**src/rtl/wb_stage.sv**
```systemverilog
// Writeback stage of the in-order RV64 pipeline: holds one instruction, waits for
// load data, extends load results and drives the register-file write port and retire trace.
module wb_stage #(
    parameter int XLEN       = 64,
    parameter int INST_LEN   = 32,
    parameter int REG_ADDR_W = 5
) (
    input  logic                  clk,
    input  logic                  rst,

    input  logic                  mem_valid_i,
    output logic                  mem_ready_o,
    input  logic [XLEN-1:0]       mem_pc_i,
    input  logic [INST_LEN-1:0]   mem_instr_i,
    input  logic [REG_ADDR_W-1:0] mem_rd_i,
    input  logic                  mem_rd_wen_i,
    input  logic                  mem_is_load_i,
    input  logic [1:0]            mem_ld_size_i,
    input  logic                  mem_ld_unsigned_i,
    input  logic [2:0]            mem_addr_lo_i,
    input  logic [XLEN-1:0]       mem_alu_res_i,

    input  logic                  dmem_rvalid_i,
    input  logic [XLEN-1:0]       dmem_rdata_i,

    output logic                  wr_en_o,
    output logic [REG_ADDR_W-1:0] wr_addr_o,
    output logic [XLEN-1:0]       wr_data_o,
    output logic [XLEN-1:0]       pc_wb_o,
    output logic [INST_LEN-1:0]   instr_wb_o,
    output logic [63:0]           minstret_o
);

    typedef enum logic [1:0] {
        EMPTY   = 2'd0,
        WAIT_LD = 2'd1,
        FULL    = 2'd2
    } state_e;

    state_e                  state_q;

    logic [XLEN-1:0]         pc_q;
    logic [INST_LEN-1:0]     instr_q;
    logic [REG_ADDR_W-1:0]   rd_q;
    logic                    rd_wen_q;
    logic [1:0]              ld_size_q;
    logic                    ld_unsigned_q;
    logic [2:0]              addr_lo_q;

    logic                    wr_en_q;
    logic [REG_ADDR_W-1:0]   wr_addr_q;
    logic [XLEN-1:0]         wr_data_q;
    logic [XLEN-1:0]         pc_wb_q;
    logic [INST_LEN-1:0]     instr_wb_q;
    logic [63:0]             minstret_q;

    logic                    accept;
    logic                    retire_d;
    logic [XLEN-1:0]         res_d;
    logic [XLEN-1:0]         pc_d;
    logic [INST_LEN-1:0]     instr_d;
    logic [REG_ADDR_W-1:0]   rd_d;
    logic                    rd_wen_d;

    // Misaligned low address bits fall away because each lane index is built from
    // only the address bits above the access size.
    function automatic logic [XLEN-1:0] extract_load(
        input logic [1:0]      size,
        input logic            uns,
        input logic [2:0]      a,
        input logic [XLEN-1:0] rdata
    );
        logic [7:0]  b;
        logic [15:0] h;
        logic [31:0] w;
        b = rdata[{a, 3'b000} +: 8];
        h = rdata[{a[2:1], 4'b0000} +: 16];
        w = rdata[{a[2], 5'b00000} +: 32];
        case (size)
            2'b00:   extract_load = uns ? {{(XLEN-8){1'b0}}, b}  : {{(XLEN-8){b[7]}}, b};
            2'b01:   extract_load = uns ? {{(XLEN-16){1'b0}}, h} : {{(XLEN-16){h[15]}}, h};
            2'b10:   extract_load = uns ? {{(XLEN-32){1'b0}}, w} : {{(XLEN-32){w[31]}}, w};
            default: extract_load = rdata;
        endcase
    endfunction

    assign mem_ready_o = (state_q != WAIT_LD);
    assign accept      = mem_valid_i && mem_ready_o;

    // NOTE: every variable gets a default at the top of always_comb so no path
    // leaves one unassigned, which would otherwise infer a latch.
    always_comb begin
        retire_d = 1'b0;
        res_d    = '0;
        pc_d     = pc_q;
        instr_d  = instr_q;
        rd_d     = rd_q;
        rd_wen_d = rd_wen_q;
        if (accept) begin
            pc_d     = mem_pc_i;
            instr_d  = mem_instr_i;
            rd_d     = mem_rd_i;
            rd_wen_d = mem_rd_wen_i;
            if (!mem_is_load_i) begin
                retire_d = 1'b1;
                res_d    = mem_alu_res_i;
            end else if (dmem_rvalid_i) begin
                retire_d = 1'b1;
                res_d    = extract_load(mem_ld_size_i, mem_ld_unsigned_i,
                                        mem_addr_lo_i, dmem_rdata_i);
            end
        end else if (state_q == WAIT_LD && dmem_rvalid_i) begin
            retire_d = 1'b1;
            res_d    = extract_load(ld_size_q, ld_unsigned_q, addr_lo_q, dmem_rdata_i);
        end
    end

    // NOTE: all sequential state uses non-blocking assignments so every register
    // samples pre-edge values regardless of statement order.
    always_ff @(posedge clk or posedge rst) begin
        if (rst) begin
            state_q       <= EMPTY;
            pc_q          <= '0;
            instr_q       <= '0;
            rd_q          <= '0;
            rd_wen_q      <= 1'b0;
            ld_size_q     <= '0;
            ld_unsigned_q <= 1'b0;
            addr_lo_q     <= '0;
            wr_en_q       <= 1'b0;
            wr_addr_q     <= '0;
            wr_data_q     <= '0;
            pc_wb_q       <= '0;
            instr_wb_q    <= '0;
            minstret_q    <= '0;
        end else begin
            if (accept) begin
                pc_q          <= mem_pc_i;
                instr_q       <= mem_instr_i;
                rd_q          <= mem_rd_i;
                rd_wen_q      <= mem_rd_wen_i;
                ld_size_q     <= mem_ld_size_i;
                ld_unsigned_q <= mem_ld_unsigned_i;
                addr_lo_q     <= mem_addr_lo_i;
            end

            if (retire_d) begin
                state_q <= FULL;
            end else if (accept || state_q == WAIT_LD) begin
                state_q <= WAIT_LD;
            end else begin
                state_q <= EMPTY;
            end

            // Trace outputs are zero whenever nothing retires; the write port
            // address and data keep their last value.
            wr_en_q    <= retire_d && rd_wen_d;
            pc_wb_q    <= retire_d ? pc_d : '0;
            instr_wb_q <= retire_d ? instr_d : '0;
            if (retire_d) begin
                wr_addr_q <= rd_d;
                wr_data_q <= res_d;
            end

            if (state_q == FULL) begin
                minstret_q <= minstret_q + 64'd1;
            end
        end
    end

    assign wr_en_o    = wr_en_q;
    assign wr_addr_o  = wr_addr_q;
    assign wr_data_o  = wr_data_q;
    assign pc_wb_o    = pc_wb_q;
    assign instr_wb_o = instr_wb_q;
    assign minstret_o = minstret_q;

endmodule

```
**config.mk**
```make
export PLATFORM = sky130hd
export DESIGN_NAME = wb_stage
export DESIGN_NICKNAME = d
export VERILOG_FILES = /design/src/rtl/wb_stage.sv
export SDC_FILE = /design/constraint.sdc
export NUM_CORES = 1
export LEC_CHECK = 0
export ABC_AREA = 1
export CAP_MARGIN = 30
export CELL_PAD_IN_SITES_DETAIL_PLACEMENT = 0
export CELL_PAD_IN_SITES_GLOBAL_PLACEMENT = 1
export CORE_MARGIN = 2
export CORE_UTILIZATION = 32
export DETAILED_ROUTE_END_ITERATION = 7
export GPL_TIMING_DRIVEN = 0
export PLACE_DENSITY = 0.8
export SETUP_SLACK_MARGIN = 0.02
export SLEW_MARGIN = 30
export SYNTH_ARGS = -nofsm -noshare
export SYNTH_HDL_FRONTEND = slang
export SYNTH_SLANG_ARGS = --single-unit
export TNS_END_PERCENT = 50
```
**constraint.sdc**
```tcl
create_clock -name clk -period 9.83 [get_ports clk]
set_input_delay 0.983 -clock clk [delete_from_list [all_inputs] [get_ports clk]]
set_output_delay 0.983 -clock clk [all_outputs]
set_load 0.1 [all_outputs]
```
======== Yosys cells after proc, flatten, opt, wreduce, memory -nomap -nowiden ========
Index checks and enable logic that the tools add are counted.
storage, ports and cells
  flip-flop bits (word level) ............. 340
  word-level logic and storage cells ...... 58
  output and inout bits ................... 231
operators by class
  reductions and logical operators ........ 6
  eq/ne operators ......................... 7
  $add $sub $neg .......................... 1
  shifts and indexed selects .............. 6
  muxes and demuxes ....................... 24
operators with widths
  kind                                                                    count
  64-bit two-way mux                                                      12
  64-bit one-hot mux with 3 select lines                                  2
  64-bit by 7-bit indexed part select with 16-bit output                  2
  64-bit by 7-bit indexed part select with 32-bit output                  2
  64-bit by 7-bit indexed part select with 8-bit output                   2
  64-bit by 1-bit adder with 64-bit output (second input constant)        1
  32-bit two-way mux                                                      2
  2-bit by 1-bit equality test with 1-bit output (second input constant)  3
  2-bit equality test (second input constant)                             3
  1-bit two-way mux                                                       6
  5-bit two-way mux                                                       1
  2-bit logical NOT                                                       2
  1-bit logical AND                                                       3
  2-bit two-way mux                                                       1
  2-bit by 1-bit != test with 1-bit output (second input constant)        1
  1-bit logical OR                                                        1

======== Logic depth before layout (Yosys ltp) ========
Gate-level depths: netlist of run 1.
  depth in word-level cells ............... 6
  depth in mapped cells ................... 13

======== Worst setup path before layout of run 1 ========
No wires, ideal clock.
  path type ............................... register to register
  start ................................... register minstret_q[1] (netlist: minstret_o[1])
  end ..................................... register minstret_q[56] (netlist: minstret_o[56])
  required time ........................... 9.707 ns
  period minus slack after synthesis ...... 2.453 ns
  cell stages (with the launch flop) ...... 13
  data arrival time ....................... 2.331 ns
  buffers on the path ..................... 0
  setup slack ............................. 7.377 ns
  cell sequence ........................... dfrtp_1 > ha_1 > inv_1 > nor2_2 > nand4_1 > nor2_1 > nand2_1 > nor2_2 > nand2_2 > nor2_4 > nand2_1 > nand2_1 > nand2_1
between the ends
  word-level cells in the longest chain between the ends .. 1
RTL lines
  element                                   RTL line  text
  start, declared                           55        logic [63:0] minstret_q;
  start signal, assigned                    166       minstret_q <= minstret_q + 64'd1;
  64-bit by 1-bit adder with 64-bit output  166
Every way passes these cells.
A chain may end at the register's enable or synchronous reset.

======== Worst setup path in the final report of run 1 ========
  start ................................... register minstret_q[49] (netlist: minstret_o[49])
  end ..................................... output minstret_o[49]
RTL lines
  element        RTL line  text
  end, declared  31        output logic [63:0] minstret_o
No word-level cell between the ends.

==> results of run 1 <==
## metal layers
| layer | part of all wire [%] | wire length, um | track usage [%] | up-vias |
|---|---|---|---|---|
| li1 | - | - | - | 9123 |
| met1 | 43 | 36000 | 37.3 | 9486 |
| met2 | 47 | 39300 | 45.1 | 846 |
| met3 | 7.9 | 6660 | 5.68 | 128 |
| met4 | 3.0 | 2520 | 8.12 | 8 |
| met5 | 0.054 | 46 | 0 | - |
## state kept, by name, summed over array words and instances (netlist names), 2 cells and up
register,cells
wr_addr_o,5
instr_wb_o,32
ld_size_q,2
pc_q,64
pc_wb_o,64
state_q,2
instr_q,32
wr_data_o,64
addr_lo_q,3
rd_q,5
minstret_o,64
## how the worst max path moves through the flow
stage	start	end	slack, ns
global placement	rst	pc_q[45]	1.89
floorplan	rst	addr_lo_q[0]	4.30
global route	minstret_o[49]	minstret_o[49]	6.48
detailed placement	mem_addr_lo_i[1]	wr_data_o[2]	6.08
CTS	minstret_o[49]	minstret_o[49]	6.52
finish	minstret_o[49]	minstret_o[49]	6.53
## cell usage after synthesis, types with 5 or more instances
cell type	number	area (um^2)
a32oi_1	5	43.8
o2111ai_1	7	61.3
dfrtp_1	340	8510
buf_1	7	26.3
buf_4	13	97.6
a31oi_1	5	31.3
nor3_1	22	110
a21oi_1	134	671
nand4_1	23	144
nor2_1	193	724
nand3_1	217	1090
nor2_2	10	62.6
inv_1	233	875
xor2_1	30	263
buf_2	36	180
nor2_4	8	90.1
clkbuf_1	75	282
inv_2	11	41.3
xnor2_1	20	175
o21ai_0	196	981
nand2_1	794	2980
o211ai_1	21	158
or2_2	99	619
nand2_2	5	31.3
o221ai_1	7	61.3
## cells in the final DEF (no fill, tap or decap), types with 10 or more instances in the layout
cell	count
a21oi_1	134
buf_2	60
buf_4	13
clkbuf_1	81
clkbuf_16	42
clkdlybuf4s50_1	445
dfrtp_1	340
inv_1	232
inv_2	11
nand2_1	794
nand3_1	217
nand4_1	23
nor2_1	193
nor2_2	10
nor3_1	21
o211ai_1	21
o21ai_0	196
or2_2	99
xnor2_1	20
xor2_1	30
## power by group
part / total (mW) / internal (mW) / switching, mW
logic: 3.12 / 0.715 / 2.40
clock network: 1.69 / 1.02 / 0.673
registers: 1.84 / 1.69 / 0.145
total: 6.65 / 3.43 / 3.22
## per-stage QoR
step                      instance area (um^2)  setup WS (ns)  cells  utilization [%]
after floorplan                          18500           4.30   2530                -
after global placement                   24100           1.89   3764             42.1
after detailed placement                 24400           6.08   3779             42.5
after CTS                                25900           6.52   3857             45.1
after global routing                     25900           6.48   3857             45.1
final                                    25900           6.53   3861             45.1
## area by class of cell
class | instances | area [um^2] | area share (%)
Sequential cell | 340 | 8510 | 32.9
Multi-Input combinational cell | 1814 | 8470 | 32.7
Timing Repair Buffer | 484 | 4920 | 19.0
Clock buffer | 57 | 1200 | 4.63
Tap cell | 765 | 957 | 3.70
Inverter | 244 | 920 | 3.55
Buffer | 132 | 597 | 2.31
Clock inverter | 21 | 308 | 1.19
Antenna cell | 4 | 10.0 | 0.0387
## logic make-up after synthesis
kind of cell | count (synthesis) | synth area share (%)
XOR/XNOR | 50 | 2.37
adder cells (fa/ha/maj) | 1 | 0.0677
AO/OA/AOI/OAI | 378 | 11.0
AND/OR/NAND/NOR | 1385 | 32.3
buffers and inverters | 376 | 8.18
flip-flops | 340 | 46.0
## worst reg2reg max path, stage by stage (launching register included)
cell	delay, ns
dfrtp_1	0.37
inv_1	0.08
nand2_1	0.10
nand2_2	0.20
inv_1	0.19
a21oi_4	0.45
buf_2	0.44
clkbuf_1	0.48
nor2_1	0.13
==> metrics, run 1 <==
status completed; register area share after synthesis 46.0%; Total Power 6.65 mW; asr flop ratio synth 100%; slowest CP cell clkdlybuf4s50_1; startpoint types flip-flop; Die Ht 244 um; Avg WL per Cell 21.9 um; Mapped Area 18500 um^2; hpwl dp 67.2 mm; CTS root buf clkbuf_16; Num CTS Buffers 42; Pre-antenna DRT Iters 6; initial DRC count 1728; post-CTS sizing 0; vias per cell 5.07; R2R Path End pc_wb_o[13]; Worst slew margin 30.5%; Slowest Stage Delay on Critical Path between 1 and 1.5 ns; post-CTS setup buffer count 0; core area roughly 57000 um^2; hold buffers post-CTS 0; Ports 472; Setup crit end kind primary output; final slew viol count 0; cells after synthesis 2530; Leak 11.9 nW; # port buffers 469; Final Hold Viols 0; Reg2Reg Launch Point state_q[1]; critical path type reg -> out; share of layout cells above drive strength 1 9.83%; Bufs on Longest Clock Path 3; Main synth FF type dfrtp_1; width of the chip 244 um; initial antenna violation count 5; setup_tns 0 ns; vias in the first global route roughly 19k; DRT Wirelength between 80 and 90 mm; vias approximately 20k; Buf/Inv on CP 1; largest net degree at the start of global routing 31; pwr/cell area 257 nW/um^2; Clock Latency Late Sink 0.59 ns; total gr overflow 0; syn_area_per_cell around 7.3 um^2; synth warn 0; worst path cell trace clkdlybuf4s50_1; Filler cells about 5.8k; f_max 0.303 GHz; hold crit path type reg -> reg; setup-violating endpoint count in the final report 0; RSZ-0062 raised after global routing false; Worst-path clk slew 0.06 ns; r2r worst-path depth 8; DRC errors left 0; Synth Register Bits 340; H-tree depth 2; Max IR drop VDD 279 uV; hold endpoint rd_q[0]; first-pass GRT wire length 124 mm; Hold Crit Depth 2; Starting Density 32.2%; row count 88; number of synthesized flops with an enable pin 0; synth unique cells 37; final net count 3300; Final period util roughly a third; gpl congestion 0.983; clock skew 0.0230 ns; Hold Crit Start rd_q[0]; CTS tree done; min Tclk post-route 3.30 ns; Final ANT Viol Nets 0; R2R setup slack 7.24 ns; Syn Nets ~2.8k; CP required 8.85 ns; Die ar. just under 60000 um^2; CP Max Fanout 6; Crit path depth 1; Worst-Margin Slew 1.04 ns; CP delay by family, top buffers and inverters; Max-cap violations 0; gr usage total between 20% and 30%; Area Overhead vs Synth 40.0%; clk sink count 340; crit path DAT 2.32 ns; hold_ws around 0.48 ns
Note: power is estimated with default switching activity, not from simulation.
==> inputs of run 2 (changes only) <==
CORE_UTILIZATION = 35   (was 32)
PLACE_DENSITY = 0.83   (was 0.8)
clock period = 3.2 ns   (was 9.83 ns; I/O delays follow)
==> metrics, run 2 (synthesized netlist as in run 1, its figures left out) <==
Max-cap violations 0 (unchanged); initial DRC count 1869 (was 1728); placed cells 3706 (was 3779); Ports 472 (unchanged); Area Overhead vs Synth 39.2% (was 40.0%); initial antenna violation count 5 (unchanged); most frequent cells in the layout 794 x nand2_1, 438 x clkdlybuf4s50_1, 340 x dfrtp_1, 232 x inv_1, 217 x nand3_1 (was 794 x nand2_1, 445 x clkdlybuf4s50_1, 340 x dfrtp_1, 232 x inv_1, 217 x nand3_1); Die ar. 54700 um^2 (was 59700 um^2); clk sink count 340 (unchanged); Total Power 20.0 mW (was 6.65 mW); core area 52300 um^2 (was 57400 um^2); Crit path depth 1 (unchanged); largest net degree at the start of global routing 32 (was 31); Switching Share 48.6% (was 48.4%); first-pass GRT wire length 119 mm (was 124 mm); CTS root buf clkbuf_16 (unchanged); gr usage total 29.2% (was 27.7%); Reg2Reg Launch Point state_q[1] (unchanged); hold buffers post-CTS 0 (unchanged); hold crit path type in -> async (was reg -> reg); Num CTS Buffers 40 (was 42); CP Max Fanout 6 (unchanged); worst path cell trace clkdlybuf4s50_1 (unchanged); width of the chip 234 um (was 244 um); CP delay by family, top buffers and inverters (unchanged); critical path type reg -> out (unchanged); Design Area, Final 25700 um^2 (was 25900 um^2); sequential power share 28.1% (was 27.7%); critical path launch point minstret_o[37] (was minstret_o[49]); worst setup path end minstret_o[37] (was minstret_o[49]); RSZ-0062 raised after global routing false (unchanged); clock network fraction of total power 23.9% (was 25.5%); f_max 0.380 GHz; vias in the first global route 19.0k (was 19.2k); clock skew 0.0312 ns (was 0.0230 ns); Logic pwr share 48.0% (was 46.9%); DRT Wirelength 81.1 mm (was 84.5 mm); area of the multi-input gates 8470 um^2 (unchanged); Worst slew margin 29.4% (was 30.5%); Leak 11.9 nW (about the same); pwr/cell area 779 nW/um^2 (was 257 nW/um^2); H-tree depth 2 (unchanged); vias per cell 5.21 (was 5.07); final slew viol count 0 (unchanged); post-CTS setup buffer count 0 (unchanged); R2R Path End pc_wb_o[23] (was pc_wb_o[13]); startpoint types flip-flop (unchanged); post-CTS sizing 0 (unchanged); Final period util 82.2%; Worst-path clk slew 0.06 ns (about the same); R2R setup slack 0.72 ns (was 7.24 ns); Die Ht 234 um (was 244 um); final net count 3302 (was 3300); Max IR drop VDD 702 uV (was 279 uV); Power Internal 10.3 mW (was 3.43 mW); Starting Density 35.3% (was 32.2%); Pre-antenna DRT Iters 6 (unchanged); fin cells 3782 (was 3861); FF/Latch Area 8510 um^2 (unchanged); Worst-Margin Slew 1.06 ns (was 1.04 ns); Setup crit end kind primary output (unchanged); Final ANT Viol Nets 0 (unchanged); Filler cells 5178 (was 5754); Final Hold Viols 0 (unchanged); Slowest Stage Delay on Critical Path 1.21 ns (was 1.20 ns); Avg WL per Cell 21.4 um (was 21.9 um); CTS tree done (unchanged); dpl cell area 24300 um^2 (was 24400 um^2); Clock Latency Late Sink 0.59 ns (about the same); hpwl dp 64.3 mm (was 67.2 mm); CP required 2.88 ns (was 8.85 ns); r2r worst-path depth 8 (unchanged); setup-violating endpoint count in the final report 0 (unchanged); slowest CP cell clkdlybuf4s50_1 (unchanged); # port buffers 469 (unchanged); vias 19.7k (was 19.6k); crit path DAT 2.31 ns (was 2.32 ns); total gr overflow 0 (unchanged); share of layout cells above drive strength 1 9.99% (was 9.83%); min Tclk post-route 2.63 ns; commonest non-fill, non-tap cell in the layout nand2_1 (unchanged); Buf/Inv on CP 1 (unchanged); status completed (unchanged); DRC errors left 0 (unchanged); row count 84 (was 88); Switch Pwr 9.73 mW (was 3.22 mW); gpl congestion 0.991 (was 0.983); Bufs on Longest Clock Path 3 (unchanged)
==> run 2: through the flow <==
stage | util (%) | worst slack [ns] | hold slack, ns | TNS (ns)
after detailed placement | 46.5 | 0.342 | 0.463 | 0
after global routing | 49.1 | 0.525 | 0.212 | 0
after CTS | 49.2 | 0.560 | 0.178 | 0
after floorplan | - | -1.67 | 0.444 | -566.62
final | 49.2 | 0.571 | 0.190 | 0
after global placement | 45.9 | -4.14 | 0.457 | -1391.83
==> run 2: worst min-delay path by stage <==
stage	to	startpoint	slack, ns
floorplan	rd_q[4]	rd_q[4]	0.44
global placement	rd_q[4]	rd_q[4]	0.46
detailed placement	rd_q[4]	rd_q[4]	0.46
CTS	instr_q[8]	rst	0.18
global route	minstret_o[58]	rst	0.21
finish	minstret_o[54]	rst	0.19
==> run 2: metal layers <==
| metal | GRT usage (%) | routed length (um) | share of wire (%) |
|---|---|---|---|
| met2 | 47.6 | 37900 | 47 |
| met5 | 0 | 51 | 0.063 |
| met3 | 5.82 | 6120 | 7.5 |
| met1 | 38.3 | 33500 | 41 |
| met4 | 11.4 | 3500 | 4.3 |
==> run 2: area by class of cell <==
cell class	instances	area share, %
Clock buffer	60	4.69
Sequential cell	340	33.1
Buffer	132	2.32
Multi-Input combinational cell	1814	32.9
Timing Repair Buffer	488	19.4
Clock inverter	14	0.720
Antenna cell	2	0.0195
Inverter	244	3.57
Tap cell	688	3.35
==> run 2: power by group through the flow <==
stage	logic, mW	clock network, mW	registers [mW]
detailed placement	9.58	0	5.70
floorplan	2.30	0	10.1
CTS	9.61	4.90	5.64
global placement	9.52	0	5.70
global route	10.1	5.09	5.73
finish	9.61	4.79	5.64
